--- config.mk ---
export PLATFORM = sky130hd
export DESIGN_NAME = mdu_hilo
export DESIGN_NICKNAME = d
export VERILOG_FILES = /design/src/rtl/mdu_pkg.sv /design/src/rtl/mdu_step.sv /design/src/rtl/mdu_hilo.sv
export SDC_FILE = /design/constraint.sdc
export NUM_CORES = 1
export LEC_CHECK = 0
export CAP_MARGIN = 20
export CORE_ASPECT_RATIO = 1.5
export CORE_UTILIZATION = 60
export DETAILED_ROUTE_END_ITERATION = 7
export PLACE_DENSITY = 0.85
export SYNTH_ARGS = -nofsm -noshare
export SYNTH_HDL_FRONTEND = slang
export SYNTH_SLANG_ARGS = --single-unit
--- constraint.sdc ---
create_clock -name clk -period 4.47 [get_ports clk]
set_clock_uncertainty 0.05 [all_clocks]
set_input_delay 0.447 -clock clk [delete_from_list [all_inputs] [get_ports clk]]
set_output_delay 0.447 -clock clk [all_outputs]
set_load 0.005 [all_outputs]
--- src/rtl/mdu_pkg.sv ---
// mdu_hilo shared definitions: op encodings, FSM states, iteration count.
// Divide support is built only when MDU_DIV_EN is defined.
package mdu_pkg;

  localparam int MDU_ITER = 32;
  localparam int CNT_W    = $clog2(MDU_ITER);

  localparam logic [2:0] OP_MULT  = 3'd0;
  localparam logic [2:0] OP_MULTU = 3'd1;
  localparam logic [2:0] OP_DIV   = 3'd2;
  localparam logic [2:0] OP_DIVU  = 3'd3;
  localparam logic [2:0] OP_MTHI  = 3'd4;
  localparam logic [2:0] OP_MTLO  = 3'd5;

  localparam logic [1:0] S_IDLE = 2'd0;
  localparam logic [1:0] S_RUN  = 2'd1;
  localparam logic [1:0] S_FIX  = 2'd2;

  typedef enum logic {
    MODE_MUL = 1'b0,
    MODE_DIV = 1'b1
  } mode_e;

endpackage

--- src/rtl/mdu_step.sv ---
// One radix-2 iteration: shift-add multiply or restoring divide step.
// The divide path exists only when MDU_DIV_EN is defined.
module mdu_step
  import mdu_pkg::*;
#(
  parameter int W = 32
) (
  input  logic [2*W-1:0] work_i,
  input  logic [W-1:0]   opnd_i,
  input  mode_e          mode_i,
  output logic [2*W-1:0] work_o
);

  logic [W:0]     sum;
  logic [2*W-1:0] mul_nxt;

  // upper half accumulates, lower half holds remaining multiplier bits
  always_comb begin
    sum     = {1'b0, work_i[2*W-1:W]}
            + (work_i[0] ? {1'b0, opnd_i} : '0);
    mul_nxt = {sum, work_i[W-1:1]};
  end

`ifdef MDU_DIV_EN
  logic [W:0]     rem;
  logic [W:0]     dif;
  logic           ge;
  logic [2*W-1:0] div_nxt;

  // upper half is the partial remainder, lower half dividend/quotient
  always_comb begin
    rem     = work_i[2*W-1:W-1];
    ge      = (rem >= {1'b0, opnd_i});
    dif     = rem - {1'b0, opnd_i};
    div_nxt = {(ge ? dif[W-1:0] : rem[W-1:0]),
               work_i[W-2:0], ge};
  end

  assign work_o = (mode_i == MODE_DIV) ? div_nxt : mul_nxt;
`else
  logic unused_mode;
  assign unused_mode = mode_i;
  assign work_o      = mul_nxt;
`endif

endmodule

--- src/rtl/mdu_hilo.sv ---
// Iterative multiply/divide unit with HI/LO registers, 33-cycle latency.
// Define MDU_DIV_EN to build DIV/DIVU; otherwise they are ignored.
module mdu_hilo
  import mdu_pkg::*;
#(
  parameter int WIDTH = 32
) (
  input  logic             clk,
  input  logic             rst_n,
  input  logic             start,
  input  logic [2:0]       op,
  input  logic [WIDTH-1:0] rs_val,
  input  logic [WIDTH-1:0] rt_val,
  output logic             busy,
  output logic             done,
  output logic [WIDTH-1:0] hi,
  output logic [WIDTH-1:0] lo
);

  localparam int W = WIDTH;

  logic [1:0]       state_q, state_d;
  logic [CNT_W-1:0] cnt_q, cnt_d;
  logic [2*W-1:0]   work_q, work_d;
  logic [2*W-1:0]   step_w, res_w;
  logic [W-1:0]     opnd_q, opnd_d;
  logic [W-1:0]     hi_q, hi_d;
  logic [W-1:0]     lo_q, lo_d;
  logic [W-1:0]     rs_mag, rt_mag;
  logic [W-1:0]     rem_w, quo_w;
  mode_e            mode_q, mode_d;
  logic             neg_lo_q, neg_lo_d;
  logic             neg_hi_q, neg_hi_d;
  logic             busy_q, busy_d;
  logic             done_q, done_d;
  logic             sgn_op;

  mdu_step #(.W(W)) u_step (
    .work_i (work_q),
    .opnd_i (opnd_q),
    .mode_i (mode_q),
    .work_o (step_w)
  );

  always_comb begin
    sgn_op = (op == OP_MULT) || (op == OP_DIV);
    rs_mag = (sgn_op && rs_val[W-1]) ? -rs_val : rs_val;
    rt_mag = (sgn_op && rt_val[W-1]) ? -rt_val : rt_val;
    res_w  = neg_lo_q ? -work_q : work_q;
    rem_w  = neg_hi_q ? -work_q[2*W-1:W] : work_q[2*W-1:W];
    quo_w  = neg_lo_q ? -work_q[W-1:0] : work_q[W-1:0];
  end

  always_comb begin
    state_d  = state_q;
    cnt_d    = cnt_q;
    work_d   = work_q;
    opnd_d   = opnd_q;
    mode_d   = mode_q;
    neg_lo_d = neg_lo_q;
    neg_hi_d = neg_hi_q;
    busy_d   = busy_q;
    hi_d     = hi_q;
    lo_d     = lo_q;
    done_d   = 1'b0;
    unique case (state_q)
      S_IDLE: begin
        if (start && !busy_q) begin
          unique case (op)
            OP_MTHI: hi_d = rs_val;
            OP_MTLO: lo_d = rs_val;
            OP_MULT, OP_MULTU: begin
              work_d   = {{W{1'b0}}, rt_mag};
              opnd_d   = rs_mag;
              mode_d   = MODE_MUL;
              neg_lo_d = sgn_op && (rs_val[W-1] ^ rt_val[W-1]);
              neg_hi_d = 1'b0;
              cnt_d    = '0;
              busy_d   = 1'b1;
              state_d  = S_RUN;
            end
`ifdef MDU_DIV_EN
            OP_DIV, OP_DIVU: begin
              work_d   = {{W{1'b0}}, rs_mag};
              opnd_d   = rt_mag;
              mode_d   = MODE_DIV;
              // zero divisor: all-ones quotient stays unnegated
              neg_lo_d = sgn_op && (rs_val[W-1] ^ rt_val[W-1])
                       && (rt_val != '0);
              neg_hi_d = sgn_op && rs_val[W-1];
              cnt_d    = '0;
              busy_d   = 1'b1;
              state_d  = S_RUN;
            end
`endif
            default: ;
          endcase
        end
      end
      S_RUN: begin
        work_d = step_w;
        cnt_d  = cnt_q + 1'b1;
        if (cnt_q == CNT_W'(MDU_ITER - 1)) begin
          state_d = S_FIX;
        end
      end
      S_FIX: begin
        if (mode_q == MODE_DIV) begin
          hi_d = rem_w;
          lo_d = quo_w;
        end else begin
          hi_d = res_w[2*W-1:W];
          lo_d = res_w[W-1:0];
        end
        done_d  = 1'b1;
        busy_d  = 1'b0;
        cnt_d   = '0;
        state_d = S_IDLE;
      end
      default: state_d = S_IDLE;
    endcase
  end

  always_ff @(posedge clk or negedge rst_n) begin
    if (!rst_n) begin
      state_q  <= S_IDLE;
      cnt_q    <= '0;
      work_q   <= '0;
      opnd_q   <= '0;
      mode_q   <= MODE_MUL;
      neg_lo_q <= 1'b0;
      neg_hi_q <= 1'b0;
      busy_q   <= 1'b0;
      done_q   <= 1'b0;
      hi_q     <= '0;
      lo_q     <= '0;
    end else begin
      state_q  <= state_d;
      cnt_q    <= cnt_d;
      work_q   <= work_d;
      opnd_q   <= opnd_d;
      mode_q   <= mode_d;
      neg_lo_q <= neg_lo_d;
      neg_hi_q <= neg_hi_d;
      busy_q   <= busy_d;
      done_q   <= done_d;
      hi_q     <= hi_d;
      lo_q     <= lo_d;
    end
  end

  assign busy = busy_q;
  assign done = done_q;
  assign hi   = hi_q;
  assign lo   = lo_q;

endmodule
==> metrics, run 1 <==
Initial DRC Count 869; Max Cap Violations 0; Total Neg Setup Slack 0 ps; Total Wirelength roughly 36 mm; PortBufs 135; DRT antenna net count 0; initial antenna violation count 0; # placed instances 1724; Synth top area share 0.362; cell area after layout 13800 µm²; Synth Net Count 1510; die width 116 µm; critical path cell sequence and2_1, ha_1, inv_1, fa_1, nand2b_1, a21oi_1, o2111ai_1, a211oi_1, o21ai_0, a21o_1, a32o_1; full die area 20100 µm²; f_max ~280 MHz; crit path launch type register; first-pass GRT wire length 56.1 mm; EDFF count, synth 0; post-cts resize count 0; clock power share 0.164; Final Slew Violations 0; io pins 136; Required @ worst endpoint 4750 ps; sequential power share 0.345; ANT cells 0; LEAKAGE 5.77 nW; routed len/inst approximately 20 µm; clk sinks 170; Main synth FF type dfrtp_1; fin nets 1596; critical path class reg -> reg; layout cell share with drive strength beyond 1 0.0653; sequential share of the synthesized area 0.362; async set-or-reset flop fraction in the synthesized netlist 1.00; crit path max fanout 20; largest net degree at the start of global routing 103; Die Y-Extent around 170 µm; DP HPWL 26.5 mm; Gate power share 0.491; Area Overhead vs Synth 17.9%; Rel. slew slack 0.315; Area after DPL 13200 µm²; gpl congestion 0.942; Max IR drop VDD 0.000315 V; Hold Crit Class in -> async; area leader, netlist dfrtp_1; Worst-Margin Slew about 1000 ps; Critical Path Slowest Stage Cell dfrtp_1; top area cells in the synthesized netlist dfrtp_1, o21ai_0, xor2_1, a21oi_1, nand2_1; clk_lat worst skew approximately 440 ps; average via count per standard cell about 6.3; Sw Share 0.428; Period Utilization, post-route 0.791; PwrDens 661 nW/µm²; Remaining DRCs 0; FP Rows 62; CTS H-tree lvls 4; Worst setup EP type register; Synthesis Warnings 0; Internal Power 5.23 mW; DRT Pass-1 Iters 5; Starting Density 0.613; Root Buffer clkbuf_16; Synth top cells by count dfrtp_1, o21ai_0, nand2_1; CTS tree yes; final setup violating endpoints 0; cts hold-fix bufs 0; Final Instance Count excl. Fillers 1757; Post-Syn Area 11700 µm²; outcome finished clean; syn avg cell area around 8.4 µm²; Num CTS Buffers 17; register bit total from synthesis 170; grt ovf 0; CTS Buffer Depth 2; setup bufs post-CTS 0; Period minus WS final 3530 ps; Tot GR Track Use 0.367; Final Hold Fails 0; number of global-route vias before repair 11.1k; NetSw 3.92 mW; Distinct cells, synth 65; core area 19200 µm²; unrepaired setup endpoints after global routing false; Clk pin slew, worst setup/hold paths 70 ps; WP data arrival 3810 ps; Filler cells between 1.5k and 2k; cell count after synthesis 1402; Worst path max stage delay 720 ps; count leader, synth dfrtp_1; vias 11.2k
-- worst max-delay path: cells and delay by family, from the launching register on --
family          cells  cell delay, ps
compound gates      6            1600
flops               1             720
fa+ha+maj           2             570
simple gates        2             430
buf+inv             1              60
-- area by class of cell --
| type | instances | area [µm²] | share of cell area |
|---|---|---|---|
| Sequential cell | 170 | 4260 | 0.307 |
| Clock buffer | 22 | 474 | 0.0343 |
| Clock inverter | 10 | 116 | 0.00841 |
| Multi-Input combinational cell | 1128 | 7100 | 0.513 |
| Timing Repair Buffer | 150 | 1500 | 0.108 |
| Tap cell | 256 | 320 | 0.0231 |
| Inverter | 21 | 78.8 | 0.00570 |
-- path summary, 6_finish.rpt --
kind                             from          to  slack (ps)  cells after the start
setup / recovery            work_q[0]  work_q[61]         940                     11
hold / removal                  rst_n    cnt_q[2]          60                      1
setup reg to reg            work_q[0]  work_q[61]         940                     11
hold reg to reg            opnd_q[16]  opnd_q[16]         420                      2
max in group asynchronous       rst_n       lo[7]        3370                      2
min in group clk           opnd_q[16]  opnd_q[16]         420                      2
-- state kept, by name, summed over array words and instances (netlist names) --
| name | count |
|---|---|
| busy | 1 |
| cnt_q | 5 |
| done | 1 |
| hi | 32 |
| lo | 32 |
| neg_lo_q | 1 |
| opnd_q | 32 |
| state_q | 2 |
| work_q | 64 |
-- kinds of logic (layout without fill, tap and decap cells) --
family / count (synthesis) / count (layout) / share of synthesized area
buf+inv: 104 / 203 / 0.0341
flops: 170 / 170 / 0.362
mux: 43 / 43 / 0.0393
compound gates: 435 / 435 / 0.220
fa+ha+maj: 38 / 38 / 0.0411
xor+xnor: 141 / 141 / 0.105
simple gates: 471 / 471 / 0.198
-- power groups by stage --
| stage | clock network [mW] | registers (mW) | logic, mW |
|---|---|---|---|
| 3_5_place_dp | 0 | 3.13 | 4.41 |
| 3_3_place_gp | 0 | 3.11 | 4.31 |
| 5_1_grt | 1.57 | 3.23 | 4.93 |
| 4_1_cts | 1.50 | 3.11 | 4.45 |
| 2_1_floorplan | 0 | 2.80 | 2.99 |
| 6_report | 1.50 | 3.16 | 4.49 |
-- per-stage QoR --
stage                     utilization  total power, mW  setup slack (ps)  hold slack [ps]
after floorplan                     -             5.80              1470              101
after global placement          0.690             7.42              1090              404
after detailed placement        0.690             7.54              1000              409
after CTS                       0.721             9.06               960              116
after global routing            0.722             9.73               742              153
final                           0.722             9.15               936             59.0
-- layout by cell type (no fill, tap or decap), types with 15 or more instances in the layout --
cell / n
nor2_1: 107
mux2i_1: 18
a22oi_1: 34
o21ai_1: 15
inv_1: 20
or4_1: 17
and2_1: 38
clkdlybuf4s50_1: 134
ha_1: 37
clkbuf_16: 17
nor3_1: 25
nor4_1: 15
nand3_1: 18
xnor2_1: 64
xor2_1: 77
o21ai_0: 168
a21oi_1: 123
o31ai_1: 18
nand2_1: 163
dfrtp_1: 169
mux2_2: 25
or3_1: 18
-- metal layers --
layer  vias to the layer above  routed length, µm  track usage
met3                       143               2130       0.0531
met4                         0               2200        0.234
met5                         -                  0            0
met1                      5296              13300        0.430
li1                       5218                  -            -
met2                       494              17900        0.618
Power figures use the tool's default switching activity.
==> run 2: changes to the inputs <==
--- a/config.mk
+++ b/config.mk
@@ -7,9 +7,9 @@
 export LEC_CHECK = 0
 export CAP_MARGIN = 20
 export CORE_ASPECT_RATIO = 1.5
-export CORE_UTILIZATION = 60
+export CORE_UTILIZATION = 52
 export DETAILED_ROUTE_END_ITERATION = 7
-export PLACE_DENSITY = 0.85
+export PLACE_DENSITY = 0.78
 export SYNTH_ARGS = -nofsm -noshare
 export SYNTH_HDL_FRONTEND = slang
 export SYNTH_SLANG_ARGS = --single-unit
==> constraint.sdc (replaced) <==
create_clock -name clk -period 2.9 [get_ports clk]
set_clock_uncertainty 0.05 [all_clocks]
set_input_delay 0.29 -clock clk [delete_from_list [all_inputs] [get_ports clk]]
set_output_delay 0.29 -clock clk [all_outputs]
set_load 0.005 [all_outputs]
==> run 2 against run 1 <==
  * The flow now finishes with violations (DRC, setup timing)
  * Sequential share of layout area fell by 2.8 points
  * Via count rose by 7.7%
  * Count of clock-buffer cells in the layout rose by 3
  * Core utilization fell by 3.8 points
==> metrics, run 2 (synthesized netlist as in run 1, its figures left out) <==
critical path's top delay family simple AND/OR/NAND/NOR gates; FP Rows 67; final core utilization 0.685; Largest Register work_q; number of global-route vias before repair 11.8k; fin nets 1729; crit path max fanout 4; Final Slew Violations 0; outcome finished, violations left; Remaining DRCs 2; routed len/inst 20.6 µm; CTS tree yes; Largest register FFs 64; ANT cells 0; Hold Slack just under 400 ps; PortBufs roughly 140; crit path from work_q[4]; clk sinks 170; io pins 136; gpl congestion 1.03; PwrDens 1030 nW/µm²; Critical Path Slowest Stage Cell or4_4; Worst-Margin Slew 824 ps; sequential power share 0.290; Gate power share 0.558; NetSw 6.62 mW; crit path launch type register; Clk pin slew, worst setup/hold paths 60 ps; unrepaired setup endpoints after global routing true; final total power roughly 16 mW; WP data arrival 3320 ps; DRT Pass-1 Iters 8; Tot GR Track Use 0.337; clk_lat worst skew between 400 and 500 ps; Buf/Inv on CP 0; CP dominant cell by count or4_4; first-pass GRT wire length 60.5 mm; most frequent cells in the layout dfrtp_1, nand2_1, o21ai_0, buf_4, clkdlybuf4s50_1; f_max 328 MHz; Total Neg Setup Slack -588 ps; Period Utilization, post-route 1.05; Internal Power 9.08 mW; most common cell after layout, fill and taps aside dfrtp_1; Max IR drop VDD 0.000571 V; Num CTS Buffers 17; LEAKAGE roughly 6.5 nW; violated checks DRC, setup timing; Rel. slew slack 0.451; min setup slack post-route -150 ps; Starting Density 0.529; layout cell share with drive strength beyond 1 0.168; Period minus WS final 3050 ps; full die area 23200 µm²; final setup violating endpoints 5; Die Y-Extent 186 µm; initial antenna violation count 0; average via count per standard cell 6.29; Final Instance Count excl. Fillers 1910; CTS H-tree lvls 4; DRT antenna net count 0; vias approximately 12k; Area Overhead vs Synth 29.6%; Worst path max stage delay 580 ps; CTS Buffer Depth 2; Hold Crit Class in -> async; core area 22200 µm²; Root Buffer clkbuf_16; Sw Share 0.422; Worst setup EP type register; # placed instances 1871; critical path class reg -> reg; Initial DRC Count 998; origin of the critical flop-to-flop path work_q[4]; grt ovf 0; Max Cap Violations 0; critical path cell sequence or4_4, or4_4, or3_4, or4_4, o41ai_2, xor2_1, a21oi_1; Required @ worst endpoint 3170 ps; DP HPWL slightly below 30 mm; clock power share 0.152; largest net degree at the start of global routing a little over 80; die width 125 µm; Final Hold Fails 0; Total Wirelength about 39 mm
-- run 2: changes by cell type in the layout (fill, tap and decap cells not counted), moves of 5 or more --
cell / previous run / this run
a21oi_1: 123 / 114
a21oi_2: 0 / 8
buf_4: 13 / 140
ha_1: 37 / 29
ha_4: 0 / 6
o21ai_0: 168 / 158
o21ai_1: 15 / 20
-- run 2: layout make-up --
cell class | instances | area, µm²
clock inverters | 7 | 115
well taps | 276 | 345
fillers | 1687 | 7000
clock buffers | 25 | 485
repair buffers | 283 | 2540
flip-flops and latches | 170 | 4260
multi-input cells | 1128 | 7400
inverters | 21 | 78.8
-- run 2: power by group through the flow --
stage	combinational, mW	clock (mW)	sequential [mW]
floorplan	4.62	0	4.32
global placement	7.89	0	4.43
detailed placement	8.10	0	4.47
CTS	8.25	2.39	4.46
global route	9.49	2.47	4.63
finish	8.76	2.39	4.55
-- run 2: worst paths after layout --
kind	to	slack, ps	cells past startpoint
worst max-delay path	hi[31]	-150	7
worst min-delay path	cnt_q[2]	390	2
worst max register to register	hi[31]	-150	7
worst min register to register	opnd_q[10]	420	2
max in group asynchronous	work_q[44]	1630	3
min in group clk	opnd_q[10]	420	2
-- run 2: metrics by stage --
step | instance area (µm²) | worst slack [ps]
global route | 15200 | -222
CTS | 14900 | -131
detailed placement | 14300 | -185
floorplan | 11800 | -79.0
global placement | 14300 | -165
finish | 15200 | -150
-- run 2: layer usage --
| layer | GRT usage | share of wire | vias to the layer above |
|---|---|---|---|
| met5 | 0 | 0 | - |
| met4 | 0.240 | 0.074 | 0 |
| met2 | 0.600 | 0.50 | 629 |
| met1 | 0.365 | 0.36 | 5707 |
| met3 | 0.0520 | 0.070 | 200 |
| li1 | - | - | 5473 |
-- run 2: timing repair --
action | CTS | global route
endpoints found under the hold margin | 76 | 0
gates resized for setup | 10 | 57
setup endpoints to repair | 19 | 41
pin swaps | 4 | 14
hold buffers | 1 | 0
setup buffers | 2 | 4
